==> config.mk <==
export PLATFORM = sky130hd
export DESIGN_NAME = ddr_burst_sched
export DESIGN_NICKNAME = d
export VERILOG_FILES = /design/src/rtl/ddr_pkg.sv /design/src/rtl/ddr_sched_arb.sv /design/src/rtl/ddr_burst_sched.sv
export SDC_FILE = /design/constraint.sdc
export NUM_CORES = 1
export LEC_CHECK = 0
export BUFFER_PORTS_ARGS = -buffer_cell sky130_fd_sc_hd__buf_2
export CORE_MARGIN = 8
export CORE_UTILIZATION = 49
export CTS_CLUSTER_SIZE = 40
export DETAILED_ROUTE_END_ITERATION = 16
export PLACE_DENSITY = 0.83
export RECOVER_POWER = 100
export SLEW_MARGIN = 0
export SYNTH_ARGS = -nofsm -noshare
export SYNTH_HDL_FRONTEND = slang
export SYNTH_SLANG_ARGS = --single-unit
export TNS_END_PERCENT = 20
==> constraint.sdc <==
create_clock -name clk_150_0 -period 2.05 [get_ports clk_150_0]
set_clock_uncertainty 0.05 [all_clocks]
set_input_delay 0.1025 -clock clk_150_0 [delete_from_list [all_inputs] [get_ports clk_150_0]]
set_output_delay 0.1025 -clock clk_150_0 [all_outputs]
set_load 0.02 [all_outputs]
==> src/rtl/ddr_pkg.sv <==
// Shared definitions for the DDR burst scheduler: FSM encoding, grant type
// and the default ring/burst geometry.
package ddr_pkg;

  localparam int ADDR_W_DEF    = 10;
  localparam int BURST_LEN_DEF = 8;

  typedef enum logic [2:0] {
    IDLE    = 3'd0,
    WR_CMD  = 3'd1,
    WR_DATA = 3'd2,
    RD_CMD  = 3'd3,
    RD_DATA = 3'd4
  } state_t;

  typedef enum logic {
    GRANT_RD = 1'b0,
    GRANT_WR = 1'b1
  } grant_t;

endpackage

==> src/rtl/ddr_sched_arb.sv <==
// Eligibility and priority between the fifo_ad drain (write) and the fifo_xb
// refill (read), plus the last_grant memory used to alternate fairly.
module ddr_sched_arb
  import ddr_pkg::*;
#(
  parameter int ADDR_W    = ADDR_W_DEF,
  parameter int BURST_LEN = BURST_LEN_DEF,
  parameter int USE_W     = 10,
  parameter int XB_DEPTH  = 512,
  parameter int AD_URGENT = 256
) (
  input  logic              clk,
  input  logic              rst_n,
  input  logic [ADDR_W:0]   level,
  input  logic [USE_W-1:0]  fifo_ad_use,
  input  logic [USE_W-1:0]  fifo_xb_use,
  input  logic              wr_done,
  input  logic              rd_done,
  output logic              grant_wr,
  output logic              grant_rd
);

  localparam int RING = 1 << ADDR_W;

  grant_t last_grant;
  logic   wr_ok;
  logic   rd_ok;
  logic   urgent;

  assign wr_ok  = (int'(fifo_ad_use) >= BURST_LEN) && (int'(level) <= RING - BURST_LEN);
  // Room test written as an addition so a use count above XB_DEPTH cannot wrap.
  assign rd_ok  = (int'(level) >= BURST_LEN) && (int'(fifo_xb_use) + BURST_LEN <= XB_DEPTH);
  assign urgent = wr_ok && (int'(fifo_ad_use) >= AD_URGENT);

  // NOTE: every always_comb output gets a default first so no path infers a latch.
  always_comb begin
    grant_wr = 1'b0;
    grant_rd = 1'b0;
    if (urgent) begin
      grant_wr = 1'b1;
    end else if (wr_ok && rd_ok) begin
      if (last_grant == GRANT_RD) grant_wr = 1'b1;
      else                        grant_rd = 1'b1;
    end else if (wr_ok) begin
      grant_wr = 1'b1;
    end else if (rd_ok) begin
      grant_rd = 1'b1;
    end
  end

  // NOTE: reset here is synchronous; it only takes effect on a clock edge.
  always_ff @(posedge clk) begin
    if (!rst_n) begin
      last_grant <= GRANT_RD;
    end else if (wr_done) begin
      last_grant <= GRANT_WR;
    end else if (rd_done) begin
      last_grant <= GRANT_RD;
    end
  end

endmodule

==> src/rtl/ddr_burst_sched.sv <==
// Shares the DDR port between fifo_ad drain bursts and fifo_xb refill bursts,
// treating DDR as a ring buffer. Define DDR_BURST_SCHED_STATS_EN for burst counters.
module ddr_burst_sched
  import ddr_pkg::*;
#(
  parameter int ADDR_W    = ADDR_W_DEF,
  parameter int BURST_LEN = BURST_LEN_DEF,
  parameter int USE_W     = 10,
  parameter int XB_DEPTH  = 512,
  parameter int AD_URGENT = 256
) (
  input  logic              clk_150_0,
  input  logic              reset_1_150_0,
  input  logic              enable,
  input  logic [USE_W-1:0]  fifo_ad_use,
  input  logic              fifo_ad_full,
  output logic              fifo_ad_rreq,
  input  logic [USE_W-1:0]  fifo_xb_use,
  output logic              fifo_xb_wreq,
  output logic              ddr_cmd_valid,
  input  logic              ddr_cmd_ready,
  output logic              ddr_cmd_write,
  output logic [ADDR_W-1:0] ddr_addr,
  input  logic              ddr_wr_ready,
  input  logic              ddr_rd_valid,
  output logic [ADDR_W:0]   level,
  output logic              overflow,
  output logic              busy
`ifdef DDR_BURST_SCHED_STATS_EN
  ,
  output logic [15:0]       wr_burst_cnt,
  output logic [15:0]       rd_burst_cnt,
  output logic [ADDR_W:0]   max_level
`endif
);

  localparam logic [ADDR_W-1:0] PTR_STEP  = ADDR_W'(BURST_LEN);
  localparam logic [ADDR_W:0]   LVL_STEP  = (ADDR_W + 1)'(BURST_LEN);
  localparam logic [6:0]        LAST_BEAT = 7'(BURST_LEN - 1);

  state_t            state;
  state_t            state_next;
  logic [ADDR_W-1:0] wr_ptr;
  logic [ADDR_W-1:0] rd_ptr;
  logic [6:0]        beat_cnt;
  logic              wr_beat;
  logic              rd_beat;
  logic              wr_done;
  logic              rd_done;
  logic              grant_wr;
  logic              grant_rd;

  ddr_sched_arb #(
    .ADDR_W    (ADDR_W),
    .BURST_LEN (BURST_LEN),
    .USE_W     (USE_W),
    .XB_DEPTH  (XB_DEPTH),
    .AD_URGENT (AD_URGENT)
  ) u_arb (
    .clk         (clk_150_0),
    .rst_n       (reset_1_150_0),
    .level       (level),
    .fifo_ad_use (fifo_ad_use),
    .fifo_xb_use (fifo_xb_use),
    .wr_done     (wr_done),
    .rd_done     (rd_done),
    .grant_wr    (grant_wr),
    .grant_rd    (grant_rd)
  );

  // Beat strobes are combinational so fifo_ad show-ahead data reaches DDR directly.
  assign wr_beat      = (state == WR_DATA) && ddr_wr_ready;
  assign rd_beat      = (state == RD_DATA) && ddr_rd_valid;
  assign wr_done      = wr_beat && (beat_cnt == LAST_BEAT);
  assign rd_done      = rd_beat && (beat_cnt == LAST_BEAT);
  assign fifo_ad_rreq = wr_beat;
  assign fifo_xb_wreq = rd_beat;
  assign busy         = (state != IDLE);

  always_comb begin
    state_next = state;
    unique case (state)
      IDLE: begin
        if (enable) begin
          if      (grant_wr) state_next = WR_CMD;
          else if (grant_rd) state_next = RD_CMD;
        end
      end
      WR_CMD:  if (ddr_cmd_ready) state_next = WR_DATA;
      WR_DATA: if (wr_done)       state_next = IDLE;
      RD_CMD:  if (ddr_cmd_ready) state_next = RD_DATA;
      RD_DATA: if (rd_done)       state_next = IDLE;
      default: state_next = IDLE;
    endcase
  end

  // NOTE: sequential state uses non-blocking assignments so every register
  // samples the pre-edge values of the others.
  always_ff @(posedge clk_150_0) begin
    if (!reset_1_150_0) begin
      state         <= IDLE;
      wr_ptr        <= '0;
      rd_ptr        <= '0;
      level         <= '0;
      beat_cnt      <= '0;
      ddr_cmd_valid <= 1'b0;
      ddr_cmd_write <= 1'b0;
      ddr_addr      <= '0;
      overflow      <= 1'b0;
    end else begin
      state <= state_next;
      case (state)
        IDLE: begin
          if (state_next == WR_CMD) begin
            ddr_cmd_valid <= 1'b1;
            ddr_cmd_write <= 1'b1;
            ddr_addr      <= wr_ptr;
          end else if (state_next == RD_CMD) begin
            ddr_cmd_valid <= 1'b1;
            ddr_cmd_write <= 1'b0;
            ddr_addr      <= rd_ptr;
          end
        end
        WR_CMD, RD_CMD: begin
          if (ddr_cmd_ready) begin
            ddr_cmd_valid <= 1'b0;
            beat_cnt      <= '0;
          end
        end
        WR_DATA: begin
          if (wr_beat) beat_cnt <= beat_cnt + 7'd1;
          if (wr_done) begin
            wr_ptr <= wr_ptr + PTR_STEP;
            level  <= level + LVL_STEP;
          end
        end
        RD_DATA: begin
          if (rd_beat) beat_cnt <= beat_cnt + 7'd1;
          if (rd_done) begin
            rd_ptr <= rd_ptr + PTR_STEP;
            level  <= level - LVL_STEP;
          end
        end
        default: ;
      endcase
      if (fifo_ad_full && enable) overflow <= 1'b1;
    end
  end

`ifdef DDR_BURST_SCHED_STATS_EN
  always_ff @(posedge clk_150_0) begin
    if (!reset_1_150_0) begin
      wr_burst_cnt <= '0;
      rd_burst_cnt <= '0;
      max_level    <= '0;
    end else begin
      if (wr_done) begin
        wr_burst_cnt <= wr_burst_cnt + 16'd1;
        // Level only rises on write completion, so the mark is updated there.
        if (level + LVL_STEP > max_level) max_level <= level + LVL_STEP;
      end
      if (rd_done) rd_burst_cnt <= rd_burst_cnt + 16'd1;
    end
  end
`endif

endmodule

==> results of run 1 <==
final cells by class:
type,count,area [sq um],share of cell area (%)
multi-input combinational,216,1490,50.1
sequential,43,867,29.2
timing repair buffer,73,423,14.3
tap,67,83.8,2.83
clock buffer,6,72.6,2.45
inverter,6,22.5,0.759
clock inverter,2,12.5,0.422
repair_timing:
item / in CTS / in global routing
cloned: 0 / 0
pin swaps: 0 / 5
resized for setup: 3 / 15
endpoints found under the setup margin: 7 / 18
endpoints found under the hold margin: 1 / 0
setup buffers: 0 / 0
hold buffers: 2 / 0
power breakdown:
part	switching, mW	leakage, nW	internal (mW)
clock	0.290	0.0412	0.238
sequential	0.0201	0.350	0.861
combinational	0.171	0.768	0.119
total	0.481	1.16	1.22
kinds of logic (layout without fill, tap and decap cells):
family                   after synthesis  after routing  synth area share, %
AO/OA/AOI/OAI                         60             60                 19.6
XOR/XNOR                              18             18                 6.56
adder cells (fa/ha/maj)                7              7                 3.65
buffers and inverters                 23             87                 5.57
flip-flops                            43             43                 35.8
multiplexers                           2              2                0.833
other                                  1              6                0.156
AND/OR/NAND/NOR                      123            123                 27.8
cells in the final DEF, fill, tap and decap left out, types with 3 or more instances in the layout:
| cell | synthesis | layout |
|---|---|---|
| nand4_1 | 6 | 6 |
| nand2b_1 | 4 | 4 |
| o31a_1 | 8 | 8 |
| buf_4 | 8 | 26 |
| o21ai_0 | 6 | 5 |
| nor2_1 | 53 | 52 |
| o221a_2 | 7 | 7 |
| clkbuf_8 | 0 | 5 |
| ha_1 | 7 | 5 |
| xor2_1 | 6 | 6 |
| dfxtp_1 | 43 | 40 |
| nor3_1 | 6 | 6 |
| conb_1 | 1 | 6 |
| inv_1 | 6 | 6 |
| and2_1 | 4 | 3 |
| a21oi_2 | 1 | 3 |
| and3_1 | 3 | 3 |
| a21oi_1 | 18 | 16 |
| buf_2 | 2 | 25 |
| nand2_1 | 15 | 14 |
| nor4_1 | 4 | 4 |
| clkbuf_1 | 4 | 20 |
| xnor2_1 | 12 | 12 |
| nand3_1 | 6 | 6 |
| o211a_1 | 3 | 3 |
final timing paths:
kind                 start       endpoint  cells after the start
max            beat_cnt[3]      rd_ptr[6]                      6
min          reset_1_150_0  ddr_cmd_write                      2
max reg2reg    beat_cnt[3]      rd_ptr[6]                      6
min reg2reg    beat_cnt[1]    beat_cnt[1]                      2
per-layer routing:
metal	share of wire (%)	wire (um)	vias up	global-route usage, %
li1	-	-	1117	-
met1	45	2670	1054	18.8
met2	47	2830	77	26.0
met3	6.7	399	11	5.16
met4	1.3	80	0	5.89
met5	0	0	-	0
registers in the layout, summed over array words and instances (netlist names):
signal,cells
wr_ptr,7
rd_ptr,7
ddr_cmd_valid,1
beat_cnt,7
state,3
level,8
ddr_addr,7
overflow,1
ddr_cmd_write,1
u_arb.last_grant,1
==> out/qor.yml, run 1 <==
status:
  status: "complete, but fails checks"
  violations: "negative setup slack"
setup_path:
  critPathTopFamily: "simple AND/OR/NAND/NOR gates"
  timing.critical_path.cells: "or4_4, nor4_4, buf_4, nand2_2, or2_2, a21oi_2"
  ff2ff_setup_slack_ns: -0.009
  crit_path_end_kind: "flop"
  crit_fanout: 5
  worstPathArrival_ns: 2.25
  cpMaxStageDelayCell: "or4_4"
  worstSetupStartpointType: "flop"
  critPathRequiredTime_ns: 2.24
  cp_slowest_stage_delay_ns: 0.59
  critPathKind: "reg -> reg"
  path_buf_inv: 1
logic_synthesis:
  synth_area_leaders: "dfxtp_1, nor2_1, xnor2_1, a21oi_1, ha_1"
  synth_top_area_share_pct: 35.8
  ys.warnings.count: 0
  synthCells: 277
  synth-edff-count: 0
  synth_most_common_cell: "nor2_1"
  synth_ff_type: "dfxtp_1"
  ys_ff_latch: 43
  synthArstFlopShare_pct: 0
  synth_common_cells: "nor2_1, dfxtp_1, a21oi_1"
  synth_top_cell_by_area: "dfxtp_1"
  yosysSeqAreaShare_pct: 35.8
  avgSynthCellArea_sq_um: 8.67
  netlist_area_sq_um: 2400
  ys_types: 59
sta:
  max-slew-margin-rel_pct: 53.0
  tightest_slew_ns: 0.704
  setup_ws_ns: -0.00919
  tns_ns: -0.00919
  fin_hold_ws_ns: 0.0295
  slew_violations: 0
  max_clock_freq_mhz: 486
  fin_crit_ns: 2.06
  fin_crit_sh_pct: 100
  rsz0062_at_grt: "true"
  hold_viol: 0
  finalSetupViolations: 1
layout:
  final_area_sq_um: 2970
  drive_gt1_share_pct: 27.5
  num-fill-cells: 398
  nets: 379
  postLayoutCoreUtil_pct: 62.8
  area_growth_pct: 23.5
  insertedDiodeCount: 0
  instances_no_fill: 413
power:
  powerDensity_nw_per_um2: 572
  ir_drop_v: 0.000407
  p_leak_nw: 1.16
  total_power_mw: 1.70
global_routing:
  grt-ovfl-total: 0
  grt_pass1_wl_mm: 9.69
  grt_max_degree: 22
  grt_pass1_vias: 2130
  grt.total_usage_pct: 15.9
  antenna_found_initial: 0
detailed_routing:
  drt-total-wl_mm: 5.99
  via_count: 2259
  drt_first_pass_iters: 4
  antenna_left: 0
  drtIter0Drc: 140
  post-route-drc-count: 0
  wl_per_cell_um: 14.5
  vias_per_cell: 5.47
clocking:
  clkTransAtPathRegs_ns: 0.09
  cts_tree: "yes"
  insertion_delay_ns: 0.30
  htree_levels: 2
  clockRootBuffer: "clkbuf_8"
  clock_sinks: 43
  cts_buffers: 5
  max-clock-path-buffers: 2
placement:
  placedInstanceArea_sq_um: 2820
  place_congestion: 0.881
  io_buffer_count: 44
  place_inst: 403
  dp_hpwl_mm: 4.42
  place_ws_ns: -0.0588
floorplan:
  chipWidth_um: 86.0
  dieHeight_um: 86.0
  dieArea_sq_um: 7400
  ios: 54
  rows: 25
  start_util_pct: 50.9
  core-area_sq_um: 4720
hold_path:
  hold_class: "in -> reg"
run:
  max-cap-violations: 0
Power figures use the tool's default switching activity.
==> run 2: changes to the inputs <==
- SKIP_CTS_REPAIR_TIMING: default -> 1
==> run 2 against run 1 <==
  * The flow still finishes with violations (negative setup slack)
  * Cell count unchanged
  * Combinational power about the same
  * Count of clock-buffer cells in the layout unchanged
  * Sequential power about the same
  * Non-clock buffer count unchanged
  * Core utilization unchanged
  * Critical path type unchanged
  * Largest cell class unchanged
  * Largest power group unchanged
==> out/qor.yml, run 2 (synthesis gave the netlist of run 1 again) <==
layout:
  postLayoutCoreUtil_pct: 62.8
  largest_reg_flops: 8
  layout_common_cells: "nor2_1, dfxtp_1, buf_4"
  area_growth_pct: 23.5
  top_register: "level"
  layout_commonest_cell: "nor2_1"
  final_area_sq_um: 2970
  insertedDiodeCount: 0
  drive_gt1_share_pct: 27.5
  nets: 379
  num-fill-cells: 398
detailed_routing:
  drt-total-wl_mm: 5.95
  antenna_left: 0
  wl_per_cell_um: 14.4
  drtIter0Drc: 145
  via_count: 2247
  vias_per_cell: 5.44
  post-route-drc-count: 0
  drt_first_pass_iters: 4
setup_path:
  critPathKind: "reg -> reg"
  critPathRequiredTime_ns: 2.24
  worstPathArrival_ns: 2.25
  crit_fanout: 5
  crit_path_end_kind: "flop"
  worstSetupStartpointType: "flop"
sta:
  setup_ws_ns: -0.00808
  fin_crit_ns: 2.06
  slew_violations: 0
  max_clock_freq_mhz: 486
  fin_crit_sh_pct: 100
  tightest_slew_ns: 0.699
  rsz0062_at_grt: "true"
  hold_viol: 0
  finalSetupViolations: 1
  max-slew-margin-rel_pct: 53.4
  fin_hold_ws_ns: 0.0271
clocking:
  clockRootBuffer: "clkbuf_8"
  cts_tree: "yes"
  clkTransAtPathRegs_ns: 0.09
  cts_buffers: 5
  clock_sinks: 43
  htree_levels: 2
  max-clock-path-buffers: 2
  insertion_delay_ns: 0.30
global_routing:
  grt_pass1_wl_mm: 9.58
  antenna_found_initial: 0
  grt_max_degree: 22
  grt.total_usage_pct: 15.7
  grt_pass1_vias: 2094
  grt-ovfl-total: 0
run:
  max-cap-violations: 0
placement:
  io_buffer_count: 44
  place_ws_ns: -0.0588
  dp_hpwl_mm: 4.42
  placedInstanceArea_sq_um: 2820
  place_congestion: 0.881
power:
  p_leak_nw: 1.16
  powerDensity_nw_per_um2: 573
  ir_drop_v: 0.000407
floorplan:
  chipWidth_um: 86.0
  ios: 54
  dieArea_sq_um: 7400
  rows: 25
  start_util_pct: 50.9
  core-area_sq_um: 4720
  dieHeight_um: 86.0
status:
  violations: "negative setup slack"
  status: "complete, but fails checks"
hold_path:
  hold_class: "in -> reg"
## run 2: cell counts in the layout (fill, tap and decap cells not counted)
No cell type changed its count.
## run 2: metal layers
layer,part of all wire [%],global-route usage (%),vias to the layer above
met5,0,0,-
met4,1.4,5.41,0
met3,6.8,5.16,10
met2,47,25.6,74
met1,45,18.8,1048
li1,-,-,1115
## run 2: through the flow
step / instances / power [mW] / TNS, ns
global route: 413 / 1.78 / -0.253
detailed placement: 403 / 1.18 / -0.377
CTS: 411 / 1.71 / -0.458
global placement: 403 / 1.18 / -0.0152
floorplan: 282 / 1.10 / -0.0573
finish: 413 / 1.70 / -0.00808
## run 2: layout make-up
cell class                      instances  area, sq um  area share, %
Sequential cell                        43          867           29.2
Inverter                                6         22.5          0.759
Multi-Input combinational cell        216         1490           50.1
Tap cell                               67         83.8           2.83
Clock inverter                          2         12.5          0.422
Timing Repair Buffer                   73          423           14.3
Clock buffer                            6         72.6           2.45
## run 2: path summary, 6_finish.rpt
| check | start | end | slack, ns | cells after the start |
|---|---|---|---|---|
| hold reg to reg | beat_cnt[1] | beat_cnt[1] | 0.44 | 2 |
| hold / removal | reset_1_150_0 | ddr_cmd_write | 0.03 | 2 |
| setup / recovery | beat_cnt[3] | rd_ptr[6] | -0.008 | 6 |
| setup reg to reg | beat_cnt[3] | rd_ptr[6] | -0.008 | 6 |
## run 2: where the power goes
group | switching (mW) | leakage (nW) | internal, mW
registers | 0.0202 | 0.350 | 0.860
clock network | 0.292 | 0.0412 | 0.238
logic | 0.171 | 0.768 | 0.119
total | 0.483 | 1.16 | 1.22
## run 2: worst max-delay path, stage by stage, from the launching register on
cell,delay (ns)
dfxtp_4,0.37
or4_4,0.59
nor4_4,0.32
buf_4,0.20
nand2_2,0.06
or2_2,0.28
a21oi_2,0.13
==> run 3: changes to the inputs <==
- SKIP_LAST_GASP: default -> 1
==> run 3 against run 2 <==
  * Clock power hardly changed
  * Highest routed layer unchanged
  * Hold slack improved by 0.0059 ns
  * Register-to-register slack hardly changed
  * Fmax fell by 0.25%
  * The run still ends with negative setup slack left
  * Cell area is 0.30% lower
  * Combinational power about the same
  * Sequential share of layout area rose by 0.087 points
  * First-iteration DRC count up 17%
==> out/qor.yml, run 3 (synthesis gave the netlist of run 1 again) <==
setup_path:
  worstPathArrival_ns: 2.25
  worst-r2r-cell-count: 6
  worstSetupStartpointType: "flop"
  critPathRequiredTime_ns: 2.24
  crit_fanout: 5
  worstSetupStartpoint: "beat_cnt[3]"
  rr_startpoint: "beat_cnt[3]"
  crit_path_end_kind: "flop"
  worstReg2RegEnd: "rd_ptr[6]"
  critPathKind: "reg -> reg"
  cp-endpoint: "rd_ptr[6]"
  ff2ff_setup_slack_ns: -0.01
clocking:
  clockRootBuffer: "clkbuf_8"
  max-clock-path-buffers: 2
  htree_levels: 2
  cts_buffers: 5
  insertion_delay_ns: 0.30
  clock_sinks: 43
  cts_tree: "yes"
  clkTransAtPathRegs_ns: 0.09
layout:
  drive_gt1_share_pct: 26.6
  layout_commonest_cell: "nor2_1"
  regArea_sq_um: 867
  largest_reg_flops: 8
  top_register: "level"
  postLayoutCoreUtil_pct: 62.6
  area_growth_pct: 23.1
  num-fill-cells: 398
  multi_input_area_sq_um: 1480
  nets: 379
  insertedDiodeCount: 0
  layout_common_cells: "nor2_1, dfxtp_1, buf_4"
sta:
  slew_violations: 0
  hold_viol: 0
  tns_ns: -0.0132
  max-slew-margin-rel_pct: 52.8
  rsz0062_at_grt: "true"
  setup_ws_ns: -0.0132
  fin_crit_sh_pct: 101
  fin_crit_ns: 2.06
  finalSetupViolations: 1
  tightest_slew_ns: 0.708
  max_clock_freq_mhz: 485
floorplan:
  ios: 54
  dieHeight_um: 86.0
  start_util_pct: 50.9
  rows: 25
  chipWidth_um: 86.0
  dieArea_sq_um: 7400
  core-area_sq_um: 4720
power:
  ir_drop_v: 0.000407
  total_power_mw: 1.69
  p_leak_nw: 1.16
  powerDensity_nw_per_um2: 573
global_routing:
  grt_pass1_wl_mm: 9.58
  grt-ovfl-total: 0
  grt_max_degree: 22
  antenna_found_initial: 0
  grt_pass1_vias: 2094
  grt.total_usage_pct: 15.7
run:
  max-cap-violations: 0
hold_path:
  hold_class: "in -> reg"
  hold_depth: 2
detailed_routing:
  drt_first_pass_iters: 4
  antenna_left: 0
  drtIter0Drc: 169
  wl_per_cell_um: 14.5
  via_count: 2253
  vias_per_cell: 5.46
  post-route-drc-count: 0
  drt-total-wl_mm: 5.98
placement:
  place_congestion: 0.881
  dp_hpwl_mm: 4.42
  io_buffer_count: 44
status:
  violations: "negative setup slack"
  status: "complete, but fails checks"
run 3: worst min path at each step:
stage / from / end / slack (ns)
finish: reset_1_150_0 / ddr_cmd_write / 0.03
global route: reset_1_150_0 / beat_cnt[6] / 0.04
CTS: fifo_ad_full / overflow / -0.03
detailed placement: fifo_ad_full / overflow / 0.29
global placement: fifo_ad_full / overflow / 0.29
floorplan: reset_1_150_0 / beat_cnt[6] / 0.17
run 3: through the flow:
| stage | hold slack, ns | cell area [sq um] | setup WS, ns | std cells |
|---|---|---|---|---|
| 2_1_floorplan | 0.170 | 2420 | -0.0573 | 282 |
| 3_3_place_gp | 0.285 | 2820 | -0.00648 | 403 |
| 3_5_place_dp | 0.289 | 2820 | -0.0588 | 403 |
| 4_1_cts | -0.0303 | 2900 | -0.0721 | 411 |
| 5_1_grt | 0.0357 | 2960 | -0.0792 | 413 |
| 6_report | 0.0329 | 2960 | -0.0132 | 413 |
run 3: report_power, final:
part           internal, mW  total [mW]  switching [mW]  leakage (nW)
sequential            0.860       0.880          0.0194         0.350
clock                 0.238       0.527           0.289        0.0412
combinational         0.117       0.287           0.170         0.765
run 3: area by class of cell:
class,count,share of cell area (%)
Multi-Input combinational cell,216,49.9
Tap cell,67,2.83
Clock inverter,2,0.423
Timing Repair Buffer,73,14.3
Clock buffer,6,2.45
Inverter,6,0.761
Sequential cell,43,29.3
run 3: per-layer routing:
layer	vias to the layer above	share of wire, %	track usage, %
met5	-	0	0
met4	0	1.1	5.41
met3	7	7.1	5.16
met2	83	47	25.6
met1	1046	45	18.8
li1	1117	-	-
run 3: critical path: stages, from the launching register on:
cell and delay (ns):
dfxtp_4 0.37, or4_4 0.59, nor4_4 0.32, buf_4 0.19
nand2_1 0.07, or2_2 0.29, a21oi_2 0.13
